===== src/rtl/mux_select_sequencer.sv =====
// Round-robin sequencer for a 4:1 tri-state mux stage.
// It grants one requesting source at a time and holds each grant for a
// bounded dwell. Every channel change passes through a one-cycle gap with
// en low, so two bufif1 drivers never share the mux output. All outputs are
// decoded from registered state only, so there is no path from req/lock to
// the outputs.
module mux_select_sequencer #(
  parameter int DWELL = 4
) (
  input  logic       clk,
  input  logic       rst_n,
  input  logic [3:0] req,
  input  logic       lock,
  output logic       s1,
  output logic       s0,
  output logic       en,
  output logic [3:0] gnt
);

  localparam int CW = $clog2(DWELL + 1);
  localparam logic [CW-1:0] DWELL_C = CW'(DWELL);

  typedef enum logic [1:0] {
    IDLE  = 2'd0,
    GRANT = 2'd1,
    GAP   = 2'd2
  } state_t;

  state_t        state_q, state_d;
  logic [1:0]    cur_q, cur_d;   // granted channel, also drives the select lines
  logic [1:0]    ptr_q, ptr_d;   // last released channel
  logic [CW-1:0] cnt_q, cnt_d;   // consecutive grant cycles, saturating at DWELL
  logic [3:0]    others;

  // Round-robin pick: first set bit searching last+1, last+2, last+3, last.
  // The loop runs from the farthest candidate down so the nearest one wins.
  function automatic logic [1:0] rr_pick(input logic [1:0] last,
                                         input logic [3:0] r);
    logic [1:0] cand;
    rr_pick = last;
    for (int k = 4; k >= 1; k--) begin
      cand = last + 2'(k);
      if (r[cand]) rr_pick = cand;
    end
  endfunction

  // State and datapath registers; reset leaves ptr at 3 so channel 0 is
  // searched first.
  always_ff @(posedge clk or negedge rst_n) begin
    if (!rst_n) begin
      state_q <= IDLE;
      cur_q   <= 2'd0;
      ptr_q   <= 2'd3;
      cnt_q   <= '0;
    end else begin
      // NOTE: sequential state uses non-blocking assignments so every
      // register samples the pre-edge values computed by the comb logic.
      state_q <= state_d;
      cur_q   <= cur_d;
      ptr_q   <= ptr_d;
      cnt_q   <= cnt_d;
    end
  end

  // Next-state logic: grant, dwell expiry, break-before-make gap.
  always_comb begin
    // NOTE: every target gets a default first so no path leaves a
    // variable unassigned and no latch is inferred.
    state_d = state_q;
    cur_d   = cur_q;
    ptr_d   = ptr_q;
    cnt_d   = cnt_q;
    others  = req & ~(4'b0001 << cur_q);

    unique case (state_q)
      IDLE: begin
        if (req != 4'b0000) begin
          cur_d   = rr_pick(ptr_q, req);
          cnt_d   = CW'(1);
          state_d = GRANT;
        end
      end
      GRANT: begin
        if (!req[cur_q]) begin
          state_d = GAP;
        end else if (cnt_q == DWELL_C && !lock && others != 4'b0000) begin
          state_d = GAP;
        end else if (cnt_q != DWELL_C) begin
          cnt_d = cnt_q + CW'(1);
        end
      end
      GAP: begin
        // ptr takes cur on this edge, so search from cur directly.
        ptr_d = cur_q;
        if (req != 4'b0000) begin
          cur_d   = rr_pick(cur_q, req);
          cnt_d   = CW'(1);
          state_d = GRANT;
        end else begin
          state_d = IDLE;
        end
      end
      default: state_d = IDLE;
    endcase
  end

  // Output decode from registered state only; select follows cur, which
  // changes only on the edge that enters GRANT.
  always_comb begin
    en       = (state_q == GRANT);
    gnt      = en ? (4'b0001 << cur_q) : 4'b0000;
    {s1, s0} = cur_q;
  end

endmodule


===== config.mk =====
export PLATFORM = sky130hd
export DESIGN_NAME = mux_select_sequencer
export DESIGN_NICKNAME = d
export VERILOG_FILES = /design/src/rtl/mux_select_sequencer.sv
export SDC_FILE = /design/constraint.sdc
export NUM_CORES = 1
export LEC_CHECK = 0
export ABC_AREA = 1
export BUFFER_PORTS_ARGS = -buffer_cell sky130_fd_sc_hd__buf_2
export CELL_PAD_IN_SITES_DETAIL_PLACEMENT = 0
export CELL_PAD_IN_SITES_GLOBAL_PLACEMENT = 1
export CORE_MARGIN = 2
export CORE_UTILIZATION = 40
export DETAILED_ROUTE_END_ITERATION = 6
export PLACE_DENSITY = 0.89
export SYNTH_ARGS = -nofsm -noshare
export SYNTH_HDL_FRONTEND = slang
export SYNTH_SLANG_ARGS = --single-unit

===== constraint.sdc =====
create_clock -name clk -period 2.4 [get_ports clk]
set_input_delay 0.12 -clock clk [delete_from_list [all_inputs] [get_ports clk]]
set_output_delay 0.12 -clock clk [all_outputs]
set_load 0.03 [all_outputs]

==> results of run 1 <==
[registers in the layout, summed over array words and instances, names as in the netlist]
| signal | cells |
|---|---|
| cnt_q | 3 |
| cur_q | 2 |
| ptr_q | 2 |
| state_q | 2 |
[cell usage after synthesis, types with 2 or more instances]
cell      instances  share of area
o22ai_1           2          0.014
nand2_2           2          0.014
o211ai_1          2          0.017
a21oi_1           2          0.011
o21ai_1           8          0.046
dfrtp_1           7           0.20
inv_1            21          0.090
nor2_2            3          0.021
ha_1              6          0.086
dfstp_2           2          0.060
nand3_1           8          0.046
inv_2             4          0.017
nor2_1           11          0.047
o21ai_0           4          0.023
nand2_1          58           0.25
[cells in the final DEF (no fill, tap or decap), drive strengths merged]
cell type,n
clkbuf,4
dfrtp,7
buf,13
a21oi,2
o211ai,2
nand2,60
dfstp,2
ha,6
o22ai,2
or2,1
nor2,14
inv,25
o21ai,12
dlygate4sd3,1
nand4,1
o21bai,1
nand3,8
[per-layer routing]
layer  global-route usage  part of all wire  vias up
met4               0.0676             0.016        0
met3              0.00893             0.032        5
met5                    0                 0        -
met2                0.298              0.49       11
met1                0.227              0.46      392
li1                     -                 -      485
[final cells by class]
cell class | instances | share of cell area
Clock buffer | 4 | 0.0265
Inverter | 25 | 0.0947
Multi-Input combinational cell | 109 | 0.539
Sequential cell | 9 | 0.230
Tap cell | 27 | 0.0341
Timing Repair Buffer | 14 | 0.0758
[power groups by stage]
stage | registers (mW) | clock network, mW | logic (mW)
6_report | 0.335 | 0.119 | 0.965
5_1_grt | 0.350 | 0.127 | 1.12
4_1_cts | 0.334 | 0.121 | 0.975
3_5_place_dp | 0.337 | 0 | 0.969
3_3_place_gp | 0.334 | 0 | 0.951
2_1_floorplan | 0.320 | 0 | 0.795
[timing repair]
action	in CTS	in global routing
endpoints found under the setup margin	0	0
resized for setup	0	0
hold buffers	1	0
hold endpoints to repair	9	0
[worst paths after layout]
check,from,end,slack [ps],depth (start not counted)
min,lock,state_q[1]$_DFFE_PN0P_,190,4
min reg2reg,ptr_q[1]$_DFFE_PN1P_,ptr_q[1]$_DFFE_PN1P_,530,2
min in group asynchronous,rst_n,cnt_q[2]$_DFFE_PN0P_,230,2
max reg2reg,cur_q[0]$_DFFE_PN0P_,cur_q[0]$_DFFE_PN0P_,710,11
max in group asynchronous,rst_n,ptr_q[1]$_DFFE_PN1P_,1930,2
max,cur_q[0]$_DFFE_PN0P_,cur_q[0]$_DFFE_PN0P_,710,11
[cells by family after synthesis]
logic type | after synthesis | share of synthesized area
compound gates | 19 | 0.133
fa+ha+maj | 6 | 0.0858
buf+inv | 27 | 0.129
flops | 9 | 0.260
simple gates | 84 | 0.392
[worst max-delay path, cell delays in order (launching register included)]
cell	delay, ps
dfrtp_1	610
inv_1	120
ha_1	310
inv_1	50
nand2_1	70
nand2_1	50
inv_1	60
nand2_2	50
nor2_2	120
nor2_2	40
nand2_1	60
nand2_1	40
[per-stage QoR]
| step | hold slack, ps | power, mW | area [um2] | cells | util |
|---|---|---|---|---|---|
| finish | 188 | 1.42 | 991 | 188 | 0.490 |
| global placement | -18.0 | 1.29 | 955 | 183 | 0.472 |
| global route | 226 | 1.60 | 991 | 188 | 0.490 |
| detailed placement | -18.2 | 1.31 | 955 | 183 | 0.472 |
| CTS | 177 | 1.43 | 991 | 188 | 0.490 |
| floorplan | -176 | 1.11 | 875 | 145 | - |
==> flow_metrics.tcl, run 1 <==
set metrics [dict create \
    tightestPinTransition_ps 434 \
    cts_post_setup_buffers_inserted 0 \
    initial_core_util 0.433 \
    crit_arrival_ps 1840 \
    synthToLayoutAreaGrowth_pct 13.3 \
    p_seq_frac 0.236 \
    hold_violations 0 \
    avgSynthCellArea_um2 6.03 \
    synth_ff_type "dfrtp_1" \
    relSlewSlack 0.711 \
    wire_per_inst_um 10.1 \
    cts_max_level 1 \
    worstPathRequired_ps 2550 \
    grt_antenna_before_repair 0 \
    synth_warnings 0 \
    nets 175 \
    grt_overflow 0 \
    worst_slack_ps 710 \
    cts_sinks 9 \
    worstSetupEndpointType "flop" \
    min_path_type "input pin to flop" \
    swShare 0.554 \
    dieHeight_um 50.8 \
    powerDensity_nw_per_um2 1430 \
    die_w_um 50.8 \
    numCtsBuffers 3 \
    gp_congestion 0.839 \
    final_antenna_net_count 0 \
    tns_ps 0 \
    maxSlewViolCount 0 \
    drcViolationCount 0 \
    drt-initial-drc-count 24 \
    multi_input_area_um2 534 \
    fill_cells 228 \
    post-place-ws_ps 720 \
    maxCapViolCount 0 \
    totalWireLength_mm 1.91 \
    ys_seq_area_frac 0.260 \
    drive_gt1_frac 0.180 \
    cts_root_buf "clkbuf_4" \
    setup_viol 0 \
    synth_edf_count 0 \
    p_sw_mw 0.786 \
    p_int_mw 0.632 \
    synthDistinctLibCells 20 \
    crit_path_start_kind "flop" \
    clk_latency_ps 270 \
    drtPass1Iterations 4 \
    rows 16 \
    synth_seq_cells 9 \
    io_pins 14 \
    syn_nets 158 \
    syn_area_um2 875 \
    status "finished, final reports clean" \
    core_um2 2020 \
    hpwlAfterDp_mm 1.57 \
    regArea_um2 228 \
    antenna_cells 0 \
    min_period_ps 1690 \
    worst_setup_hold_path_clk_slew_ps 60 \
    max_freq_mhz 592 \
    max-vdd-ir-drop_mv 0.744 \
    ys_async_sr_fraction 1.00 \
    io_buffer_count 13 \
    cts_tree "built" \
    critPathMaxFanout 16 \
    synthCells 145 \
    fin_skew_ps 7.61 \
    dieArea_um2 2580 \
    vias 893 \
    rsz0062_at_grt "no" \
    grt_max_degree 17 \
    grt_pass1_vias 838 \
    clockBufferDepth 2 \
    p_comb_frac 0.680 \
    clock_power_share 0.084 \
    vias_per_cell 4.75 \
    period_share 0.704 \
    leakagePower_nw 0.573 \
    setup.worst_path.class "flop to flop" \
    grt_pass1_wl_mm 3.42 \
    track_usage 0.173 \
]
Note: power is estimated with default switching activity, not from simulation.
==> inputs of run 2 (changes only) <==
--- a/config.mk
+++ b/config.mk
@@ -5,14 +5,14 @@
 export SDC_FILE = /design/constraint.sdc
 export NUM_CORES = 1
 export LEC_CHECK = 0
-export ABC_AREA = 1
+export ABC_AREA = 0
 export BUFFER_PORTS_ARGS = -buffer_cell sky130_fd_sc_hd__buf_2
 export CELL_PAD_IN_SITES_DETAIL_PLACEMENT = 0
 export CELL_PAD_IN_SITES_GLOBAL_PLACEMENT = 1
 export CORE_MARGIN = 2
-export CORE_UTILIZATION = 40
+export CORE_UTILIZATION = 41
 export DETAILED_ROUTE_END_ITERATION = 6
-export PLACE_DENSITY = 0.89
+export PLACE_DENSITY = 0.84
 export SYNTH_ARGS = -nofsm -noshare
 export SYNTH_HDL_FRONTEND = slang
 export SYNTH_SLANG_ARGS = --single-unit
==> constraint.sdc (replaced) <==
create_clock -name clk -period 1.7 [get_ports clk]
set_input_delay 0.085 -clock clk [delete_from_list [all_inputs] [get_ports clk]]
set_output_delay 0.085 -clock clk [all_outputs]
set_load 0.03 [all_outputs]
==> run 2 against run 1 <==
Effect of this change:
- the flow now finishes with violations (negative setup slack)
- hold slack worse by 89 ps
- sequential cell count unchanged
- die area down 8.3%
- critical endpoint unchanged
- largest cell class unchanged
==> flow_metrics.tcl, run 2 <==
set metrics [dict create \
    synthCells 88 \
    vias_per_cell 5.32 \
    syn_area_um2 816 \
    fin_total_pwr_mw 1.87 \
    tightestPinTransition_ps 481 \
    ys_async_sr_fraction 1.00 \
    vias 708 \
    min_path_type "input pin to flop" \
    max_freq_mhz 567 \
    initial_core_util 0.424 \
    clk_latency_ps 260 \
    final_antenna_net_count 0 \
    crit_path_start_kind "flop" \
    status "finished, violations left" \
    track_usage 0.170 \
    critPathMaxFanout 6 \
    io_pins 14 \
    setup.worst_path.class "flop to flop" \
    synth_top_cell_area_share 0.215 \
    totalWireLength_mm 1.76 \
    hold_ws_ps 98.5 \
    critPathBufInv 1 \
    crit_slowest_cell "mux4_2" \
    ys_seq_area_frac 0.279 \
    multi_input_area_um2 534 \
    synth_commonest_cells "8 x inv_1, 7 x dfrtp_1, 7 x nand2_1, 6 x and2_1, 6 x ha_1" \
    min_period_ps 1760 \
    grt_antenna_before_repair 0 \
    grt_pass1_wl_mm 3.04 \
    placedCellCount 128 \
    die_w_um 48.6 \
    synthTopCellsByArea "dfrtp_1 21%, ha_1 9.2%, dfstp_2 6.4%" \
    setup_viol 1 \
    relSlewSlack 0.676 \
    synthToLayoutAreaGrowth_pct 20.1 \
    syn_nets 101 \
    nets 120 \
    period_share 1.04 \
    largest_reg_flops 3 \
    synth_largest_area_cell "dfrtp_1" \
    fin_skew_ps 3.62 \
    maxSlewViolCount 0 \
    stdcell_count 133 \
    maxCapViolCount 0 \
    cts_max_level 1 \
    crit_arrival_ps 1900 \
    grt_max_degree 11 \
    layout_common_cells "13 x buf_2, 7 x nand2_1, 6 x inv_1, 6 x buf_4" \
    finalCoreUtilization 0.510 \
    worstSetupEndpointType "flop" \
    violations "negative setup slack" \
    cp_top_family "multiplexers" \
    fill_cells 202 \
    regArea_um2 230 \
    regMostFlops "cnt_q" \
    path_cells "inv_4 > ha_4 > mux4_2 > nor2b_2 > a21oi_1 > o22a_1" \
    final_common_cell "buf_2" \
    drt-initial-drc-count 12 \
    wire_per_inst_um 13.2 \
    rsz0062_at_grt "yes" \
    yosysMostFrequentCell "inv_1" \
    synth_ff_type "dfrtp_1" \
    numCtsBuffers 3 \
    worstPathRequired_ps 1840 \
    gp_congestion 0.867 \
    synth_seq_cells 9 \
    critPathMaxStageDelay_ps 500 \
    cts_sinks 9 \
    core_um2 1920 \
    hpwlAfterDp_mm 1.38 \
    avgSynthCellArea_um2 9.27 \
    grt_pass1_vias 696 \
    max-vdd-ir-drop_mv 0.982 \
    antenna_cells 0 \
    dieArea_um2 2360 \
    dieHeight_um 48.6 \
    rows 16 \
    leakagePower_nw 0.435 \
    cts_root_buf "clkbuf_4" \
    drcViolationCount 0 \
    drive_gt1_frac 0.358 \
    synthDistinctLibCells 34 \
    cts_tree "built" \
    powerDensity_nw_per_um2 1910 \
    synth_warnings 0 \
    clockBufferDepth 2 \
    drtPass1Iterations 4 \
    grt_overflow 0 \
    synth_edf_count 0 \
    worst_setup_hold_path_clk_slew_ps 60 \
    worst_slack_ps -62.2 \
    hold_violations 0 \
    io_buffer_count 13 \
]
## run 2: cell types whose count changed after synthesis, moves of 4 or more
cell	change
nor2b_1	+4
inv_2	-4
nand2_1	-51
and2_1	+6
inv_1	-13
nor2_1	-8
nand3_1	-6
o21ai_1	-8
## run 2: tightest hold or removal path, cell delays in order
cell,delay [ps]
buf_2,90
o31ai_2,70
o21ai_1,70
## run 2: power breakdown
| group | switching (mW) | internal [mW] |
|---|---|---|
| Sequential | 0.137 | 0.334 |
| Combinational | 0.634 | 0.598 |
| Clock | 0.0739 | 0.0904 |
| Total | 0.846 | 1.02 |
## run 2: path summary, 6_finish.rpt
check	startpoint	to	slack (ps)	depth (start not counted)
worst max register to register	cur_q[0]$_DFFE_PN0P_	cur_q[0]$_DFFE_PN0P_	-60	6
min in group asynchronous	rst_n	cnt_q[1]$_DFFE_PN0P_	200	2
worst min-delay path	lock	state_q[0]$_DFFE_PN0P_	100	3
worst max-delay path	cur_q[0]$_DFFE_PN0P_	cur_q[0]$_DFFE_PN0P_	-60	6
worst min register to register	ptr_q[0]$_DFFE_PN1P_	ptr_q[0]$_DFFE_PN1P_	510	2
max in group asynchronous	rst_n	ptr_q[1]$_DFFE_PN1P_	1250	2
## run 2: final cells by class
| type | count | area share |
|---|---|---|
| repair buffers | 20 | 0.123 |
| flip-flops and latches | 9 | 0.235 |
| well taps | 27 | 0.0345 |
| inverters | 8 | 0.0358 |
| clock buffers | 4 | 0.0268 |
| multi-input cells | 65 | 0.545 |
## run 2: layer usage
| metal | part of all wire | routed length, um | GRT usage | vias to the layer above |
|---|---|---|---|---|
| li1 | - | - | - | 352 |
| met1 | 0.45 | 785 | 0.202 | 338 |
| met2 | 0.51 | 898 | 0.285 | 16 |
| met3 | 0.032 | 56 | 0.0247 | 2 |
| met4 | 0.011 | 20 | 0.110 | 0 |
| met5 | 0 | 0 | 0 | - |
## run 2: cells by family (layout without fill, tap and decap cells)
logic type	count (synthesis)	in the layout	share of synthesized area
muxes	4	4	0.106
and+or+nand+nor	28	28	0.179
AOI/OAI and AO/OA	25	25	0.230
adders and majority gates	6	6	0.0920
DFF	9	9	0.279
xor gates and xnor gates	2	2	0.0215
buffers and inverters	14	32	0.0920
## run 2: repair_timing
| item | CTS | global route |
|---|---|---|
| hold endpoints to repair | 9 | 0 |
| resized for setup | 1 | 4 |
| setup buffers | 0 | 0 |
| hold buffers | 1 | 0 |
| setup endpoints to repair | 1 | 6 |
## run 2: per-stage QoR
stage | setup slack (ps) | TNS, ps | instance area (um2)
after detailed placement | -66.7 | -66.7 | 933
final | -62.2 | -62.2 | 980
after global placement | -30.9 | -30.9 | 933
after floorplan | -215 | -361 | 845
after CTS | -56.5 | -58.2 | 972
after global routing | -151 | -216 | 980
==> inputs of run 3 (changes only) <==
--- a/config.mk
+++ b/config.mk
@@ -12,7 +12,7 @@
 export CORE_MARGIN = 2
 export CORE_UTILIZATION = 41
 export DETAILED_ROUTE_END_ITERATION = 6
-export PLACE_DENSITY = 0.84
+export PLACE_DENSITY_LB_ADDON = 0.1
 export SYNTH_ARGS = -nofsm -noshare
 export SYNTH_HDL_FRONTEND = slang
 export SYNTH_SLANG_ARGS = --single-unit
==> run 3 against run 2 <==
Effect of this change:
- the run still ends with negative setup slack left
- global-route usage grew 2.0 points
- register-to-register slack hardly changed
- fmax is 0.15% lower
- total power is 3.5% higher
- critical path type unchanged
- largest cell class unchanged
- largest power group unchanged
- highest routed layer unchanged
==> flow_metrics.tcl, run 3 (same netlist as run 2, synthesis figures left out) <==
set metrics [dict create \
    status "finished, violations left" \
    violations "negative setup slack" \
    grt_antenna_before_repair 0 \
    rows 16 \
    hpwlAfterDp_mm 1.48 \
    hold_violations 0 \
    leakagePower_nw 0.443 \
    cts_max_level 1 \
    drcViolationCount 0 \
    totalWireLength_mm 1.90 \
    multi_input_area_um2 564 \
    dieHeight_um 48.6 \
    critPathMaxStageDelay_ps 530 \
    worst_setup_hold_path_clk_slew_ps 60 \
    relSlewSlack 0.744 \
    fill_cells 200 \
    drtPass1Iterations 4 \
    numCtsBuffers 3 \
    grt_overflow 0 \
    max_freq_mhz 567 \
    regMostFlops "cnt_q" \
    max-vdd-ir-drop_mv 0.919 \
    grt_max_degree 11 \
    antenna_cells 0 \
    endpoint "cur_q[0]$_DFFE_PN0P_" \
    path_cells "inv_4 > ha_4 > mux4_2 > nor2b_4 > a21oi_2 > o22a_1" \
    dieArea_um2 2360 \
    wl_met2_um 939 \
    grt_pass1_vias 728 \
    drt-initial-drc-count 10 \
    regArea_um2 230 \
    setup_viol 2 \
    cp_top_family "multiplexers" \
    worstSetupEndpointType "flop" \
    cts_root_buf "clkbuf_4" \
    final_antenna_net_count 0 \
    period_share 1.04 \
    clk_latency_ps 260 \
    hold_ws_ps 61.3 \
    drive_gt1_frac 0.396 \
    crit_slowest_cell "mux4_2" \
    tightestPinTransition_ps 381 \
    vias_per_cell 5.41 \
    crit_path_start_kind "flop" \
    crit_arrival_ps 1920 \
    io_buffer_count 13 \
    initial_core_util 0.424 \
    rrSetupSlack_ps -60 \
    vias 719 \
    io_pins 14 \
    clockBufferDepth 2 \
    finalCoreUtilization 0.525 \
    die_w_um 48.6 \
    final_common_cell "buf_2" \
    critPathBufInv 1 \
    synthToLayoutAreaGrowth_pct 23.8 \
    largest_reg_flops 3 \
    core_um2 1920 \
    maxSlewViolCount 0 \
    layout_common_cells "13 x buf_2, 7 x nand2_1, 6 x inv_1, 6 x buf_4" \
    min_path_type "input pin to flop" \
    fin_skew_ps 7.31 \
    drt-met1-wl_um 896 \
    wire_per_inst_um 14.3 \
    worstPathRequired_ps 1850 \
    cts_tree "built" \
    crit_start "cur_q[0]$_DFFE_PN0P_" \
    track_usage 0.190 \
    crit_cells 6 \
    worst_slack_ps -64.8 \
    rsz0062_at_grt "yes" \
    met3_length_um 45 \
    stdcell_count 133 \
    setup.worst_path.class "flop to flop" \
    grt_pass1_wl_mm 3.43 \
    critPathMaxFanout 6 \
    worstRegToRegCells 6 \
    rr_endpoint "cur_q[0]$_DFFE_PN0P_" \
    min_period_ps 1760 \
    powerDensity_nw_per_um2 1920 \
    gp_congestion 0.781 \
    cts_sinks 9 \
    maxCapViolCount 0 \
    placedCellCount 127 \
    rr_startpoint "cur_q[0]$_DFFE_PN0P_" \
    nets 120 \
    top_layer_used "met4" \
]
[run 3: cell type report]
cell class,count,area share
Inverter,8,0.0347
Tap cell,27,0.0335
Multi-Input combinational cell,65,0.559
Sequential cell,9,0.228
Clock buffer,4,0.0260
Timing Repair Buffer,20,0.119
[run 3: metrics by stage]
stage / total power, mW / TNS [ps] / setup WS [ps] / instance area (um2)
floorplan: 1.41 / -361 / -215 / 845
global route: 2.14 / -237 / -141 / 1010
finish: 1.93 / -84.3 / -64.8 / 1010
CTS: 1.88 / -53.3 / -37.6 / 980
global placement: 1.65 / -21.6 / -21.6 / 926
detailed placement: 1.66 / -87.8 / -58.9 / 926
[run 3: repair_timing]
item / CTS / global route
endpoints found under the hold margin: 9 / 0
pin swaps: 0 / 3
buffers inserted: 2 / 0
resized for setup: 1 / 9
hold buffers: 1 / 0
endpoints found under the setup margin: 2 / 7
[run 3: worst min path at each step]
| stage | start | slack [ps] | cells past startpoint | endpoint |
|---|---|---|---|---|
| 2_1_floorplan | rst_n | -210 | 0 | cnt_q[0]$_DFFE_PN0P_ |
| 3_3_place_gp | rst_n | -50 | 1 | cnt_q[0]$_DFFE_PN0P_ |
| 3_5_place_dp | rst_n | -50 | 1 | state_q[0]$_DFFE_PN0P_ |
| 4_1_cts | lock | 90 | 3 | state_q[0]$_DFFE_PN0P_ |
| 5_1_grt | lock | 100 | 3 | state_q[0]$_DFFE_PN0P_ |
| 6_report | lock | 60 | 3 | state_q[0]$_DFFE_PN0P_ |
[run 3: tightest hold or removal path, stage by stage]
cell	delay (ps)
buf_2	90
o31ai_2	60
o21ai_0	60
[run 3: report_power, final]
group	internal (mW)	leakage (nW)	switching [mW]
clock network	0.0904	0.0150	0.0753
registers	0.334	0.102	0.133
logic	0.626	0.326	0.675
[run 3: routing by layer]
metal  vias to the layer above  global-route usage
li1                        353                   -
met1                       349               0.253
met2                        15               0.315
met3                         2              0.0309
met4                         0              0.0571
met5                         -                   0
